**src/rtl/burst_io_device.sv**
```systemverilog
// burst_io_device: external I/O device model for the DMA/interrupt path.
// It fills NUM_BLOCKS blocks of BURST_WORDS words from a 16-bit Galois LFSR,
// counts down a programmable delay and raises an interrupt. It then serves
// registered block reads by offset until every block has been read, and
// re-arms up to NUM_FIRES times (0 = forever).
module burst_io_device #(
    parameter int          WORD_SIZE   = 16,
    parameter int          BURST_WORDS = 4,
    parameter int          NUM_BLOCKS  = 3,
    parameter int          OFS_W       = 2,
    parameter int          FIRE_CYCLES = 886,
    parameter int          INT_CYCLES  = 10,
    parameter int          NUM_FIRES   = 2,
    parameter logic [15:0] LFSR_SEED   = 16'hACE1
) (
    input  logic                             clk,
    input  logic                             reset_n,
    input  logic [OFS_W-1:0]                 offset,
    input  logic                             rd_en,
    input  logic                             int_ack,
    output logic                             interrupt,
    output logic [BURST_WORDS*WORD_SIZE-1:0] data,
    output logic                             data_valid,
    output logic                             offset_err,
    output logic [7:0]                       fire_count
);

    localparam int BUS_W = BURST_WORDS * WORD_SIZE;
    localparam int TOTAL = NUM_BLOCKS * BURST_WORDS;
    localparam int IDX_W = (TOTAL > 1) ? $clog2(TOTAL) : 1;
    localparam int BLK_W = (NUM_BLOCKS > 1) ? $clog2(NUM_BLOCKS) : 1;
    localparam int POS_W = (BUS_W > 1) ? $clog2(BUS_W) : 1;
    localparam int CNT_W = $clog2(FIRE_CYCLES + 1);
    localparam int INT_W = $clog2(INT_CYCLES + 1);

    typedef enum logic [2:0] {
        FILL  = 3'd0,
        COUNT = 3'd1,
        FIRE  = 3'd2,
        SERVE = 3'd3,
        DONE  = 3'd4
    } state_t;

    state_t                  state_q;
    state_t                  state_d;
    logic [15:0]             lfsr_q;
    logic [IDX_W-1:0]        idx_q;
    logic [CNT_W-1:0]        cnt_q;
    logic [INT_W-1:0]        int_cnt_q;
    logic [NUM_BLOCKS-1:0]   mask_q;
    logic [7:0]              fire_count_q;
    logic                    interrupt_q;
    logic [BUS_W-1:0]        data_q;
    logic                    data_valid_q;
    logic                    offset_err_q;

    logic [BUS_W-1:0]        mem [NUM_BLOCKS];

    logic [WORD_SIZE-1:0]    fill_word;
    logic [BLK_W-1:0]        wr_blk;
    logic [POS_W-1:0]        wr_pos;
    logic [BLK_W-1:0]        rd_blk;
    logic                    fill_last;
    logic                    count_last;
    logic                    fire_exit;
    logic                    mask_full;
    logic                    last_fire;
    logic                    rd_ok;
    logic                    rd_in_range;
    logic                    rd_mark;

    // Galois LFSR step, right shift with taps 0xB400.
    function automatic logic [15:0] lfsr_step(input logic [15:0] l);
        return l[0] ? ((l >> 1) ^ 16'hB400) : (l >> 1);
    endfunction

    // Word taken from the LFSR: low WORD_SIZE bits, zero-extended when wider.
    generate
        if (WORD_SIZE > 16) begin : g_word_wide
            assign fill_word = {{(WORD_SIZE-16){1'b0}}, lfsr_q};
        end else if (WORD_SIZE == 16) begin : g_word_exact
            assign fill_word = lfsr_q;
        end else begin : g_word_narrow
            assign fill_word = lfsr_q[WORD_SIZE-1:0];
        end
    endgenerate

    assign wr_blk      = BLK_W'(32'(idx_q) / BURST_WORDS);
    assign wr_pos      = POS_W'((32'(idx_q) % BURST_WORDS) * WORD_SIZE);
    assign rd_blk      = offset[BLK_W-1:0];

    assign fill_last   = (idx_q == IDX_W'(TOTAL - 1));
    assign count_last  = (cnt_q == CNT_W'(FIRE_CYCLES - 1));
    // Ack and timeout in the same cycle both leave FIRE the same way.
    assign fire_exit   = int_ack || (int_cnt_q == INT_W'(INT_CYCLES - 1));
    assign mask_full   = &mask_q;
    assign last_fire   = (NUM_FIRES != 0) && (32'(fire_count_q) == NUM_FIRES);

    assign rd_ok       = rd_en && (state_q != FILL);
    assign rd_in_range = (32'(offset) < NUM_BLOCKS);
    assign rd_mark     = rd_ok && rd_in_range && ((state_q == FIRE) || (state_q == SERVE));

    // State register.
    always_ff @(posedge clk or negedge reset_n) begin
        if (!reset_n) begin
            state_q <= FILL;
        end else begin
            state_q <= state_d;
        end
    end

    // Next-state logic.
    always_comb begin
        state_d = state_q;
        case (state_q)
            FILL:    if (fill_last)  state_d = COUNT;
            COUNT:   if (count_last) state_d = FIRE;
            FIRE:    if (fire_exit)  state_d = SERVE;
            SERVE:   if (mask_full)  state_d = last_fire ? DONE : FILL;
            DONE:    state_d = DONE;
            default: state_d = FILL;
        endcase
    end

    // Fill pointer, LFSR, delay counters, interrupt and fire count.
    always_ff @(posedge clk or negedge reset_n) begin
        if (!reset_n) begin
            lfsr_q       <= LFSR_SEED;
            idx_q        <= '0;
            cnt_q        <= '0;
            int_cnt_q    <= '0;
            fire_count_q <= '0;
            interrupt_q  <= 1'b0;
        end else begin
            interrupt_q <= (state_d == FIRE);
            case (state_q)
                FILL: begin
                    lfsr_q <= lfsr_step(lfsr_q);
                    if (fill_last) begin
                        idx_q <= '0;
                        cnt_q <= '0;
                    end else begin
                        idx_q <= idx_q + IDX_W'(1);
                    end
                end
                COUNT: begin
                    cnt_q <= cnt_q + CNT_W'(1);
                    if (count_last) begin
                        int_cnt_q <= '0;
                        if (fire_count_q != 8'hFF) begin
                            fire_count_q <= fire_count_q + 8'd1;
                        end
                    end
                end
                FIRE: begin
                    int_cnt_q <= int_cnt_q + INT_W'(1);
                end
                default: begin
                end
            endcase
        end
    end

    // Read mask: cleared when a fresh fill completes, set by in-range reads
    // while the interrupt is pending or being serviced.
    always_ff @(posedge clk or negedge reset_n) begin
        if (!reset_n) begin
            mask_q <= '0;
        end else if ((state_q == FILL) && fill_last) begin
            mask_q <= '0;
        end else if (rd_mark) begin
            mask_q[rd_blk] <= 1'b1;
        end
    end

    // Block storage, written one word per FILL cycle; never reset.
    always_ff @(posedge clk) begin
        if (state_q == FILL) begin
            mem[wr_blk][wr_pos +: WORD_SIZE] <= fill_word;
        end
    end

    // Registered read port: one result per accepted strobe, data held otherwise.
    always_ff @(posedge clk or negedge reset_n) begin
        if (!reset_n) begin
            data_q       <= '0;
            data_valid_q <= 1'b0;
            offset_err_q <= 1'b0;
        end else begin
            data_valid_q <= rd_ok;
            if (rd_ok) begin
                if (rd_in_range) begin
                    data_q       <= mem[rd_blk];
                    offset_err_q <= 1'b0;
                end else begin
                    data_q       <= '0;
                    offset_err_q <= 1'b1;
                end
            end
        end
    end

    assign interrupt  = interrupt_q;
    assign data       = data_q;
    assign data_valid = data_valid_q;
    assign offset_err = offset_err_q;
    assign fire_count = fire_count_q;

endmodule
```
**config.mk**
```make
export PLATFORM = sky130hd
export DESIGN_NAME = burst_io_device
export DESIGN_NICKNAME = d
export VERILOG_FILES = /design/src/rtl/burst_io_device.sv
export SDC_FILE = /design/constraint.sdc
export NUM_CORES = 1
export LEC_CHECK = 0
export CORE_UTILIZATION = 25
export CTS_CLUSTER_DIAMETER = 100
export DETAILED_ROUTE_END_ITERATION = 7
export DONT_BUFFER_PORTS = 1
export PLACE_DENSITY_LB_ADDON = 0.12
export SYNTH_ARGS = -nofsm -noshare
export SYNTH_HDL_FRONTEND = slang
export SYNTH_SLANG_ARGS = --single-unit
```
**constraint.sdc**
```tcl
create_clock -name clk -period 2.8 [get_ports clk]
set_input_delay 0.42 -clock clk [delete_from_list [all_inputs] [get_ports clk]]
set_output_delay 0.42 -clock clk [all_outputs]
set_load 0.01 [all_outputs]
```
==> impl_metrics.json <==
{
  "syn-cell-area_sq_um": 12300,
  "crit_fanout": 16,
  "clk_slew_on_worst_s_h_paths_ns": 0.06,
  "mostFrequentLayoutCells": "sky130_fd_sc_hd__edfxtp_1, sky130_fd_sc_hd__nand2_1, sky130_fd_sc_hd__dfrtp_1",
  "detailedRoute.firstPassIterationCount": 4,
  "yosysTopAreaCellShare_pct": 46.8,
  "synth_flop_cell": "sky130_fd_sc_hd__edfxtp_1",
  "worst_skew_pair_latency_ns": 0.54,
  "fin_crit_sh_pct": 73.0,
  "timing.critical_path.arrival_ns": 2.26,
  "drc_errors": 0,
  "netlist-cell-type-count": 42,
  "grt_first_pass_wirelength_mm": 46.2,
  "async_flop_share_pct": 37.5,
  "width_of_the_die_um": 224,
  "path_class": "register to register",
  "slew_viol_final": 0,
  "finalSetupTns_ns": 0,
  "finalHoldViolCount": 115,
  "total_power_mw": 10.4,
  "fillerInstances": 4971,
  "gr-total-overflow": 0,
  "grt_max_degree": 133,
  "cts_buffer_depth": 3,
  "total_leakage_power_nw": 5.13,
  "final.hold.worst_slack_ns": -0.428,
  "crit_path_top_delay_cell": "sky130_fd_sc_hd__dfrtp_1",
  "core_sq_um": 48700,
  "grt_pass1_vias": 7208,
  "aggregate_global_route_resource_usage_pct": 12.4,
  "powerDensity_nw_per_um2": 716,
  "peakVddDrop_mv": 0.388,
  "crit_required_ns": 3.02,
  "fp.dieH_um": 224,
  "final_nets": 988,
  "cpPeakStageDelay_ns": 0.50,
  "ys_seq_elements": 307,
  "antenna_left": 0,
  "cell_by_cell_listing_of_the_critical_path": "or3_1 > nor3_1 > buf_4 > and2_1 > buf_4",
  "cts_tree": "done",
  "synthesis_warnings": 0,
  "max_cap_viol_count": 0,
  "final_common_cell": "sky130_fd_sc_hd__edfxtp_1",
  "num_vias": 6977,
  "maxSlewHeadroom_pct": 61.8,
  "synth_area_leader_cell": "sky130_fd_sc_hd__edfxtp_1",
  "total_half_perimeter_wirelength_after_legalization_and_detailed_placement_mm": 16.9,
  "die_area_sq_um": 50200,
  "initial_antenna_violation_count": 1,
  "clock-sinks": 307,
  "number_of_i_o_port_buffers": 0,
  "rsz0062_at_grt": "false",
  "fmax_ghz": 0.490,
  "wl_per_cell_um": 18.2,
  "wl_mm": 30.3,
  "final_util_pct": 29.7,
  "placementRows": 81,
  "vias_per_cell": 4.19,
  "end_kind": "register",
  "synth_enable_flop_cells": 192,
  "cts.htree.levels": 2,
  "setup_bufs_post_cts": 0,
  "most_repeated_library_cell_on_the_critical_path": "sky130_fd_sc_hd__buf_4",
  "initial_core_util_pct": 25.3,
  "yosys-top-cells-area": "sky130_fd_sc_hd__edfxtp_1, sky130_fd_sc_hd__dfrtp_1, sky130_fd_sc_hd__mux2i_1",
  "timing.critical_path.from_type": "register",
  "synthesis.nets": 976,
  "drtIter0Drc": 363,
  "worst_clock_skew_ns": 0.0140,
  "postCtsHoldBufs": 1,
  "finalWeightedCongestion": 0.714,
  "hold_class": "input port to async pin",
  "total_cts_buffers": 38,
  "cts_root_buffer": "sky130_fd_sc_hd__clkbuf_16",
  "drive_above_1_share_pct": 10.4,
  "failed_checks": "hold timing",
  "worst_slew_pin_slew_ns": 0.571,
  "io-pin-count": 81,
  "syn_to_final_growth_pct": 17.5,
  "syn_avg_cell_area_sq_um": 12.9,
  "setup_viol": 0,
  "outcome": "finished, violations left",
  "final_period_minus_worst_setup_slack_ns": 2.04,
  "ys_seq_area_share_pct": 70.2,
  "postCtsResizedCells": 0,
  "netlist_instances": 958
}
==> metal layers <==
layer	up-vias	global-route usage, %	share of wire (%)	routed length [um]
met5	-	0	0	0
met4	0	3.73	2.0	613
met3	48	3.63	5.5	1680
met2	110	20.6	48	14500
met1	3401	15.6	44	13500
li1	3418	-	-	-
==> cells in the mapped netlist, types with 3 or more instances <==
master                     instances
sky130_fd_sc_hd__edfxtp_1        192
sky130_fd_sc_hd__nand2_1         123
sky130_fd_sc_hd__dfrtp_1         107
sky130_fd_sc_hd__o21ai_0          84
sky130_fd_sc_hd__nor2_1           81
sky130_fd_sc_hd__a21oi_1          75
sky130_fd_sc_hd__and2_1           73
sky130_fd_sc_hd__mux2i_1          66
sky130_fd_sc_hd__clkbuf_1         24
sky130_fd_sc_hd__buf_2            17
sky130_fd_sc_hd__ha_1             12
sky130_fd_sc_hd__and3_1            9
sky130_fd_sc_hd__nand3_1           9
sky130_fd_sc_hd__dfstp_2           8
sky130_fd_sc_hd__inv_1             7
sky130_fd_sc_hd__nand4_1           6
sky130_fd_sc_hd__a31oi_1           5
sky130_fd_sc_hd__buf_1             5
sky130_fd_sc_hd__buf_4             5
sky130_fd_sc_hd__nor3_1            5
sky130_fd_sc_hd__xor2_1            5
sky130_fd_sc_hd__nor3b_1           4
sky130_fd_sc_hd__xnor2_1           4
sky130_fd_sc_hd__and4_1            3
sky130_fd_sc_hd__nor2b_1           3
sky130_fd_sc_hd__o31ai_1           3
==> flip-flops by register name (all words and copies together) (netlist names), 3 cells and up <==
signal      cells
mem           192
data           64
fill_word      16
cnt_q          10
fire_count      8
idx_q           4
int_cnt_q       4
mask_q          3
state_q         3
==> worst paths after layout <==
check | to | start | cells after the start | slack [ns]
setup / recovery | mem[1][61] | state_q[1] | 5 | 0.76
hold / removal | data[20] | reset_n | 0 | -0.43
setup reg to reg | mem[1][61] | state_q[1] | 5 | 0.76
hold reg to reg | cnt_q[9] | cnt_q[9] | 1 | 0.48
max in group asynchronous | fill_word[15] | reset_n | 0 | 2.94
min in group clk | state_q[0] | int_ack | 2 | 0.07
==> per-stage QoR <==
step	cells	setup slack [ns]	area, sq um	hold slack (ns)
final	1665	0.757	14500	-0.428
after global routing	1664	0.622	14500	-0.463
after CTS	1664	0.754	14500	-0.462
after detailed placement	1593	0.760	13100	0.129
after global placement	1593	0.766	13100	0.129
after floorplan	958	0.736	12300	0.124
==> power breakdown <==
part	internal (mW)	switching [mW]
sequential	4.87	0.116
combinational	0.0868	0.117
clock	3.28	1.90
==> critical path: cells and delay by family, from the launching register on <==
family                 cells  cell delay, ns
DFF                        1            0.50
and+or+nand+nor            3            0.78
buffers and inverters      2            0.45
==> final cells by class <==
cell class                      count  area, sq um  share of cell area, %
Antenna cell                        1         2.50                 0.0173
Clock buffer                       57         1180                   8.13
Clock inverter                     13          169                   1.17
Inverter                            8         30.0                  0.207
Multi-Input combinational cell    591         3410                   23.5
Sequential cell                   307         8650                   59.8
Tap cell                          664          831                   5.74
Timing Repair Buffer               24          208                   1.43
==> logic make-up after synthesis <==
| kind of cell | count (synthesis) | synth area share, % |
|---|---|---|
| compound gates | 171 | 7.22 |
| xor+xnor | 9 | 0.639 |
| fa+ha+maj | 12 | 1.22 |
| buf+inv | 60 | 2.21 |
| flops | 307 | 70.2 |
| mux | 66 | 5.36 |
| simple gates | 333 | 13.1 |
Note: power is estimated with default switching activity, not from simulation.
